$ cat src/rtl/uart_pkg.sv
// rtl/uart_pkg.sv - shared state encoding and framing constants for the UART receive path
package uart_pkg;

    localparam int UART_DATA_BITS  = 8;
    localparam int UART_OVERSAMPLE = 16;
    localparam int UART_HALF_BIT   = UART_OVERSAMPLE / 2 - 1;

    typedef enum logic [2:0] {
        IDLE,
        START,
        DATA,
        STOP,
        WAIT_IDLE
    } uart_state_e;

    // Tick index that lands in the middle of a bit when counting from a detected edge.
    function automatic int half_bit(input int oversample);
        return oversample / 2 - 1;
    endfunction

endpackage

$ cat src/rtl/uart_rx_if.sv
// rtl/uart_rx_if.sv - receive-side word delivery bundle between uart_rx and its consumer
interface uart_rx_if #(
    parameter int DATA_BITS = 8
);
    logic [DATA_BITS-1:0] rx_data;
    logic                 rx_valid;
    logic                 rx_busy;
    logic                 frame_err;

    modport master (
        output rx_data,
        output rx_valid,
        output rx_busy,
        output frame_err
    );

    modport slave (
        input rx_data,
        input rx_valid,
        input rx_busy,
        input frame_err
    );
endinterface

$ cat src/rtl/uart_sync2.sv
// rtl/uart_sync2.sv - two-flop synchronizer with a selectable reset level
module uart_sync2 #(
    parameter logic RST_VAL = 1'b1
) (
    input  logic clk,
    input  logic rst_n,
    input  logic d,
    output logic q
);
    logic meta;

    always_ff @(posedge clk or negedge rst_n) begin
        if (!rst_n) begin
            meta <= RST_VAL;
            q    <= RST_VAL;
        end else begin
            meta <= d;
            q    <= meta;
        end
    end
endmodule

$ cat src/rtl/uart_rx.sv
// rtl/uart_rx.sv - oversampled 8N1 UART receiver with mid-bit sampling and framing-error flag
module uart_rx
    import uart_pkg::*;
#(
    parameter int DATA_BITS  = UART_DATA_BITS,
    parameter int OVERSAMPLE = UART_OVERSAMPLE
) (
    input  logic      clk,
    input  logic      rst_n,
    input  logic      rx_en,
    input  logic      rx,
    uart_rx_if.master bus
);
    localparam int TW = $clog2(OVERSAMPLE);
    localparam int BW = $clog2(DATA_BITS) + 1;

    localparam logic [TW-1:0] TICK_HALF = TW'(half_bit(OVERSAMPLE));
    localparam logic [TW-1:0] TICK_LAST = TW'(OVERSAMPLE - 1);
    localparam logic [BW-1:0] BIT_LAST  = BW'(DATA_BITS - 1);

    uart_state_e          state, state_nxt;
    logic [TW-1:0]        tick_cnt, tick_nxt;
    logic [BW-1:0]        bit_idx, bit_nxt;
    logic [DATA_BITS-1:0] shreg, shreg_nxt;
    logic [DATA_BITS-1:0] data_q, data_nxt;
    logic                 valid_q, valid_nxt;
    logic                 ferr_q, ferr_nxt;
    logic                 busy;
    logic                 rx_s;

    uart_sync2 #(.RST_VAL(1'b1)) u_sync (
        .clk   (clk),
        .rst_n (rst_n),
        .d     (rx),
        .q     (rx_s)
    );

    always_ff @(posedge clk or negedge rst_n) begin
        if (!rst_n) begin
            state    <= IDLE;
            tick_cnt <= '0;
            bit_idx  <= '0;
            shreg    <= '0;
            data_q   <= '0;
            valid_q  <= 1'b0;
            ferr_q   <= 1'b0;
        end else begin
            state    <= state_nxt;
            tick_cnt <= tick_nxt;
            bit_idx  <= bit_nxt;
            shreg    <= shreg_nxt;
            data_q   <= data_nxt;
            valid_q  <= valid_nxt;
            ferr_q   <= ferr_nxt;
        end
    end

    // Everything holds between ticks; the strobes default low so they last one clk.
    always_comb begin
        state_nxt = state;
        tick_nxt  = tick_cnt;
        bit_nxt   = bit_idx;
        shreg_nxt = shreg;
        data_nxt  = data_q;
        valid_nxt = 1'b0;
        ferr_nxt  = 1'b0;
        if (rx_en) begin
            unique case (state)
                IDLE: begin
                    if (!rx_s) begin
                        state_nxt = START;
                        tick_nxt  = '0;
                    end
                end
                START: begin
                    tick_nxt = tick_cnt + 1'b1;
                    if (tick_cnt == TICK_HALF) begin
                        if (!rx_s) begin
                            state_nxt = DATA;
                            tick_nxt  = '0;
                            bit_nxt   = '0;
                        end else begin
                            state_nxt = IDLE;
                        end
                    end
                end
                DATA: begin
                    tick_nxt = tick_cnt + 1'b1;
                    if (tick_cnt == TICK_LAST) begin
                        shreg_nxt = {rx_s, shreg[DATA_BITS-1:1]};
                        bit_nxt   = bit_idx + 1'b1;
                        if (bit_idx == BIT_LAST) begin
                            state_nxt = STOP;
                            tick_nxt  = '0;
                        end
                    end
                end
                STOP: begin
                    tick_nxt = tick_cnt + 1'b1;
                    if (tick_cnt == TICK_LAST) begin
                        if (rx_s) begin
                            data_nxt  = shreg;
                            valid_nxt = 1'b1;
                            state_nxt = IDLE;
                        end else begin
                            ferr_nxt  = 1'b1;
                            state_nxt = WAIT_IDLE;
                        end
                    end
                end
                WAIT_IDLE: begin
                    if (rx_s) begin
                        state_nxt = IDLE;
                    end
                end
                default: state_nxt = IDLE;
            endcase
        end
    end

    always_comb begin
        busy = (state != IDLE);
    end

    assign bus.rx_data   = data_q;
    assign bus.rx_valid  = valid_q;
    assign bus.rx_busy   = busy;
    assign bus.frame_err = ferr_q;

endmodule
$ cat src/flat_wrapper.sv
// flat-port wrapper written by rule: the top's interface ports become plain ports
module uart_rx_flat import uart_pkg::*;
#(
    parameter int DATA_BITS  = UART_DATA_BITS,
    parameter int OVERSAMPLE = UART_OVERSAMPLE
)
  (clk, rst_n, rx_en, rx, bus_rx_data, bus_rx_valid, bus_rx_busy, bus_frame_err);
  uart_rx_if #(.DATA_BITS(DATA_BITS)) bus_i ();
  input  logic clk;
  input  logic rst_n;
  input  logic rx_en;
  input  logic rx;
  output wire logic [$bits(bus_i.rx_data)-1:0] bus_rx_data;
  output wire logic [$bits(bus_i.rx_valid)-1:0] bus_rx_valid;
  output wire logic [$bits(bus_i.rx_busy)-1:0] bus_rx_busy;
  output wire logic [$bits(bus_i.frame_err)-1:0] bus_frame_err;
  assign bus_rx_data = bus_i.rx_data;
  assign bus_rx_valid = bus_i.rx_valid;
  assign bus_rx_busy = bus_i.rx_busy;
  assign bus_frame_err = bus_i.frame_err;
  uart_rx #(.DATA_BITS(DATA_BITS), .OVERSAMPLE(OVERSAMPLE)) u_core (.clk(clk), .rst_n(rst_n), .rx_en(rx_en), .rx(rx), .bus(bus_i));
endmodule
$ cat config.mk
export PLATFORM = sky130hd
export DESIGN_NAME = uart_rx_flat
export DESIGN_NICKNAME = d
export VERILOG_FILES = /design/src/rtl/uart_pkg.sv /design/src/rtl/uart_rx_if.sv /design/src/rtl/uart_sync2.sv /design/src/rtl/uart_rx.sv /design/src/flat_wrapper.sv
export SDC_FILE = /design/constraint.sdc
export NUM_CORES = 1
export LEC_CHECK = 0
export CAP_MARGIN = 20
export CORE_MARGIN = 2
export CORE_UTILIZATION = 50
export DETAILED_ROUTE_END_ITERATION = 16
export PLACE_DENSITY = 0.72
export SYNTH_ARGS = -nofsm -noshare
export SYNTH_HDL_FRONTEND = slang
export SYNTH_SLANG_ARGS = --single-unit
$ cat constraint.sdc
create_clock -name clk -period 2.9 [get_ports clk]
set_clock_uncertainty 0.15 [all_clocks]
set_input_delay 0.29 -clock clk [delete_from_list [all_inputs] [get_ports clk]]
set_output_delay 0.29 -clock clk [all_outputs]
set_load 0.01 [all_outputs]
# == Yosys cells after proc, flatten, opt, wreduce, memory -nomap -nowiden ==
# Index checks and enable logic that the tools add are counted.
# totals
reg_bits,31
inputBits,4
out_inout_bits,11
word_cells,60
# classes
n_addsub,2
n_eq_ne,14
n_mux,26
n_reduce_logical,9
# op_table
operator,n
4-bit 2-to-1 mux,7
3-bit 2-to-1 mux,7
4-bit one-hot mux with 4 select lines,1
3-bit one-hot mux with 5 select lines,1
4-bit by 1-bit adder with 4-bit output (second input constant),2
4-bit by 3-bit equality test with 1-bit output (second input constant),2
1-bit 2-to-1 mux,8
2-bit by 1-bit inequality test with 1-bit output (second input constant),4
4-bit one-hot mux with 2 select lines,1
7-bit AND reduction,1
3-bit by 2-bit equality test with 1-bit output (second input constant),2
2-bit inequality test (second input constant),3
3-bit AND reduction,2
5-bit AND reduction,1
4-bit equality test (second input constant),1
4-bit AND reduction,1
4-bit nonzero test,1
3-bit by 1-bit equality test with 1-bit output (second input constant),1
3-bit equality test (second input constant),1
3-bit logical NOT,1
3-bit nonzero test,1
2-bit 2-to-1 mux,1
2-bit nonzero test,1

# == Longest topological paths before layout ==
# logic_depth
word_depth,4
ltp_mapped,6
mapped_depth_nobuf,5

# == By module ==
# From an unflattened synthesis, not the netlist that was laid out.
# unflattened
cells_unflattened,119
hier_area_um2,1457.6
# by_module_without_submodules
mod,instances,cells_each,area_per_inst_um2,seq_area_each_um2
uart_rx,1,117,1405.1,725.7
uart_sync2,1,2,52.6,52.6

# == Worst setup path before layout ==
# Ideal clock, no wire load.
# synth_timing
path_type,flip-flop to flip-flop
startpoint,register u_core.u_sync.q
endpoint,register u_core.state[0]
setup_ns,0.125
arrival_ns,1.701
required_ns,2.625
path_slack_ns,0.924
path_stages_with_launch,6
path_buffers,1
period_less_slack_ns,1.976
cell_sequence,dfstp_2 -> buf_2 -> or4b_1 -> o211ai_1 -> or3_4 -> mux2_4
# synth_via
elab_chain_cells,2
word_cells_on_any_way,3
cone_classes,eq/ne (2); reduce/logical (1)
# synth_lines
element,line_no,source
"start, declared",uart_sync2.sv:8,output logic q
"start signal, assigned",uart_sync2.sv:18,q <= meta;
2-bit inequality test (no line),-,
7-bit AND reduction (no line) (*),-,
"end signal, assigned",uart_rx.sv:48,state <= state_nxt;
"end, declared",uart_rx.sv:21,"uart_state_e state, state_nxt;"
# Every way passes the cells marked *; elsewhere a longest branch is shown, timed or not.
# A chain may end at the register's enable or synchronous reset.

# == Final worst setup path ==
# layout_timing
startpoint,register u_core.state[0]
endpoint,register u_core.state[0]
# layout_via
elab_chain_cells,3
word_cells_on_any_way,13
cone_classes,eq/ne (10); mux (1); reduce/logical (2)
# layout_lines
element,line_no,source
3-bit by 2-bit equality test with 1-bit output (tied with other cells),uart_rx.sv:68,unique case (state)
2-bit by 1-bit inequality test with 1-bit output (no line) or 2-bit inequality test (tied branches),-,
7-bit AND reduction (no line),-,
# Several ways; a longest one is shown, not always the timed one.

==> impl_metrics.json <==
{
  "die_w_um": 57.9,
  "fillers": 243,
  "dr_total_vias": 1006,
  "drt.antenna.violating_nets": 0,
  "clkLatencyLatePin_ns": 0.33,
  "hold_path.class": "primary input to asynchronous set/reset pin",
  "period_needed_ns": 2.21,
  "yosysWarnings": 0,
  "synth_cells": 123,
  "dr.max_layer_used": "met4",
  "synth_area_leaders": "dfrtp_1 (50%), mux2_2 (12%), dfstp_2 (3.6%)",
  "grt_util_all_layers_pct": 18.6,
  "hpwl_um": 1750,
  "sequential_cell_fraction_of_total_power_pct": 59.1,
  "buffer_ports.inserted": 14,
  "post-synth-top-area-cell": "dfrtp_1",
  "synthDominantCellAreaShare_pct": 50.0,
  "synth_ff_type": "dfrtp_1",
  "slew_at_the_pin_closest_to_its_max_slew_limit_ns": 0.630,
  "gp_congestion": 0.834,
  "detail_route.first_pass.iterations": 4,
  "met3_length_um": 124,
  "reg2regPathDepth": 4,
  "drt_drc_violations_left": 0,
  "final-hold-violation-count": 0,
  "wl_um": 2620,
  "met2WireLength_um": 1260,
  "power.switching_uw": 257,
  "cellPowerDensity_mw_per_mm2": 531,
  "grt_pass1_vias": 993,
  "synth_commonest_cells": "dfrtp_1 (29), mux2_2 (16), nor2_1 (9)",
  "required_ns": 2.97,
  "syn_avg_cell_area_um2": 11.8,
  "synth_mux_area_share_pct": 14.9,
  "timing_worst_setup_path_type": "register to register",
  "core_area_mm2": 0.00276,
  "achievable-frequency_mhz": 453,
  "timing.critical_path.arrival_ns": 2.28,
  "cts.sink_count": 31,
  "post_cts_resized": 0,
  "synth_compound_area_share_pct": 10.2,
  "final_net_count": 146,
  "crit_path_max_fanout": 14,
  "critPathCaptureType": "register",
  "setup.reg_to_reg.worst_slack_ns": 0.69,
  "yosysMostFrequentCell": "dfrtp_1",
  "final.period_utilization_pct": 76.1,
  "synth_adder_area_share_pct": 1.72,
  "detailedRoute.firstIterationViolations": 28,
  "reg2reg_from": "u_core.state[0]$_DFFE_PN0P_",
  "synth_enable_flop_cells": 0,
  "vdd.ir_drop.worst_mv": 0.499,
  "cts.path.max_buffers": 2,
  "num_antenna_cells": 0,
  "report.final.setup_viol": 0,
  "leakagePower_nw": 0.752,
  "area_growth_syn_to_layout_pct": 15.2,
  "critical_path_sink": "u_core.state[0]$_DFFE_PN0P_",
  "routed_via_density": 5.85,
  "yosys.area_share.simple_pct": 15.9,
  "pre_cts_slack_ns": 0.730,
  "largest_family_of_logic_cells_by_synthesized_area": "simple AND/OR/NAND/NOR gates",
  "yosys_register_bits": 31,
  "grt_remaining_overflow": 0,
  "cts_made_buffers": 5,
  "yosysUniqueCellTypes": 38,
  "maxSlewViolCount": 0,
  "worstSetupStartpoint": "u_core.state[0]$_DFFE_PN0P_",
  "rsz0062_at_grt": "no",
  "starting_density_pct": 52.7,
  "asyncSetResetFlopFracSynth_pct": 100,
  "setup_tns_after_final_layout_ns": 0,
  "die_height_um": 57.9,
  "post_synth_xor_area_fraction_pct": 1.21,
  "antenna_found_initial": 0,
  "internal-power_uw": 631,
  "comb_power_share_pct": 13.1,
  "maxCapViolations": 0,
  "wire_per_inst_um": 15.3,
  "relSlewSlack_pct": 58.0,
  "layout_setup_ws_ns": 0.694,
  "grt_pass1_wl_um": 4600,
  "start_kind": "register",
  "run_status": "completed",
  "synth_sequential_area_ratio_pct": 53.6,
  "ctsRootBufferMaster": "clkbuf_4",
  "drive_gt1_share_pct": 22.0,
  "cts_setup_buffers": 0,
  "die_area_mm2": 0.00335,
  "syn-cell-area_mm2": 0.00145,
  "rr_endpoint": "u_core.state[0]$_DFFE_PN0P_",
  "synth.net_count": 129,
  "m1WireLength_um": 1190,
  "cts_tree": "built",
  "power.clock.fraction_pct": 27.8,
  "hold_buffers": 0,
  "num_io_pins": 15,
  "core.rowCount": 19,
  "ctsHtreeMaxLevel": 2,
  "power.share.switching_pct": 29.0,
  "cts.reportedPaths.clkPinSlew_ns": 0.09,
  "grt_start_max_net_pins": 32
}
-- power by group through the flow --
stage                     clock network [mW]  logic [mW]  registers (mW)
final                                  0.247       0.117           0.525
after detailed placement                   0       0.118           0.533
after global routing                   0.276       0.135           0.534
after floorplan                            0      0.0885           0.520
after CTS                              0.256       0.119           0.524
after global placement                     0       0.113           0.531
-- critical path, cell delays in order, from the launching register on --
cell	delay, ns
dfrtp_1	0.55
xor2_1	0.22
a311oi_2	0.62
or3_4	0.26
mux2_4	0.29
-- logic make-up after synthesis --
family                   after synthesis
buffers and inverters                  8
multiplexers                          19
flip-flops                            31
AND/OR/NAND/NOR                       40
adder cells (fa/ha/maj)                2
AO/OA/AOI/OAI                         21
XOR/XNOR                               2
-- state kept, by name, summed over array words and instances (netlist names) --
register / cells
u_core.bit_idx: 4
u_core.shreg: 8
u_core.tick_cnt: 4
u_core.bus.frame_err: 1
u_core.bus.rx_data: 8
u_core.bus.rx_valid: 1
u_core.u_sync.q: 1
u_core.state: 3
u_core.u_sync.meta: 1
-- final cells by class --
type	count	area, um^2	share of cell area [%]
tap	31	38.8	2.32
inverter	2	7.51	0.449
timing repair buffer	16	155	9.27
clock buffer	6	41.3	2.47
sequential	31	778	46.5
clock inverter	2	12.5	0.748
multi-input combinational	84	639	38.2
-- per-layer routing --
layer | up-vias | global-route usage (%)
li1 | 487 | -
met1 | 490 | 23.1
met2 | 24 | 28.7
met3 | 5 | 6.70
met4 | 0 | 8.97
met5 | - | 0
-- stage by stage --
stage | instance area (um^2) | instances | power, mW | hold slack, ns | util (%)
detailed placement | 1620 | 164 | 0.651 | 0.197 | 58.7
CTS | 1670 | 172 | 0.899 | 0.183 | 60.7
global placement | 1620 | 164 | 0.644 | 0.196 | 58.7
finish | 1670 | 172 | 0.889 | 0.182 | 60.7
floorplan | 1450 | 123 | 0.608 | -0.156 | -
global route | 1670 | 172 | 0.945 | 0.171 | 60.7
-- worst min path at each step --
stage | to | startpoint | slack, ns
after floorplan | u_core.bit_idx[0]$_DFFE_PN0P_ | rst_n | -0.16
after global placement | u_core.u_sync.q$_DFF_PN1_ | u_core.u_sync.meta$_DFF_PN1_ | 0.20
after detailed placement | u_core.u_sync.q$_DFF_PN1_ | u_core.u_sync.meta$_DFF_PN1_ | 0.20
after CTS | u_core.bit_idx[1]$_DFFE_PN0P_ | rst_n | 0.18
after global routing | u_core.u_sync.meta$_DFF_PN1_ | rx | 0.17
final | u_core.state[2]$_DFFE_PN0P_ | rst_n | 0.18
-- cell usage in the layout, fill, tap and decap left out, types with 3 or more instances in the layout --
master           instances
mux2_2                  16
or3_1                    3
o211ai_1                 3
o21ai_1                  4
nand3_1                  4
o41ai_1                  3
nand2_1                  5
clkdlybuf4s50_1         14
nor3_1                   4
nor2_1                   9
clkbuf_4                 5
dfrtp_1                 29
o21ai_0                  4
(Power assumes the default switching activity.)
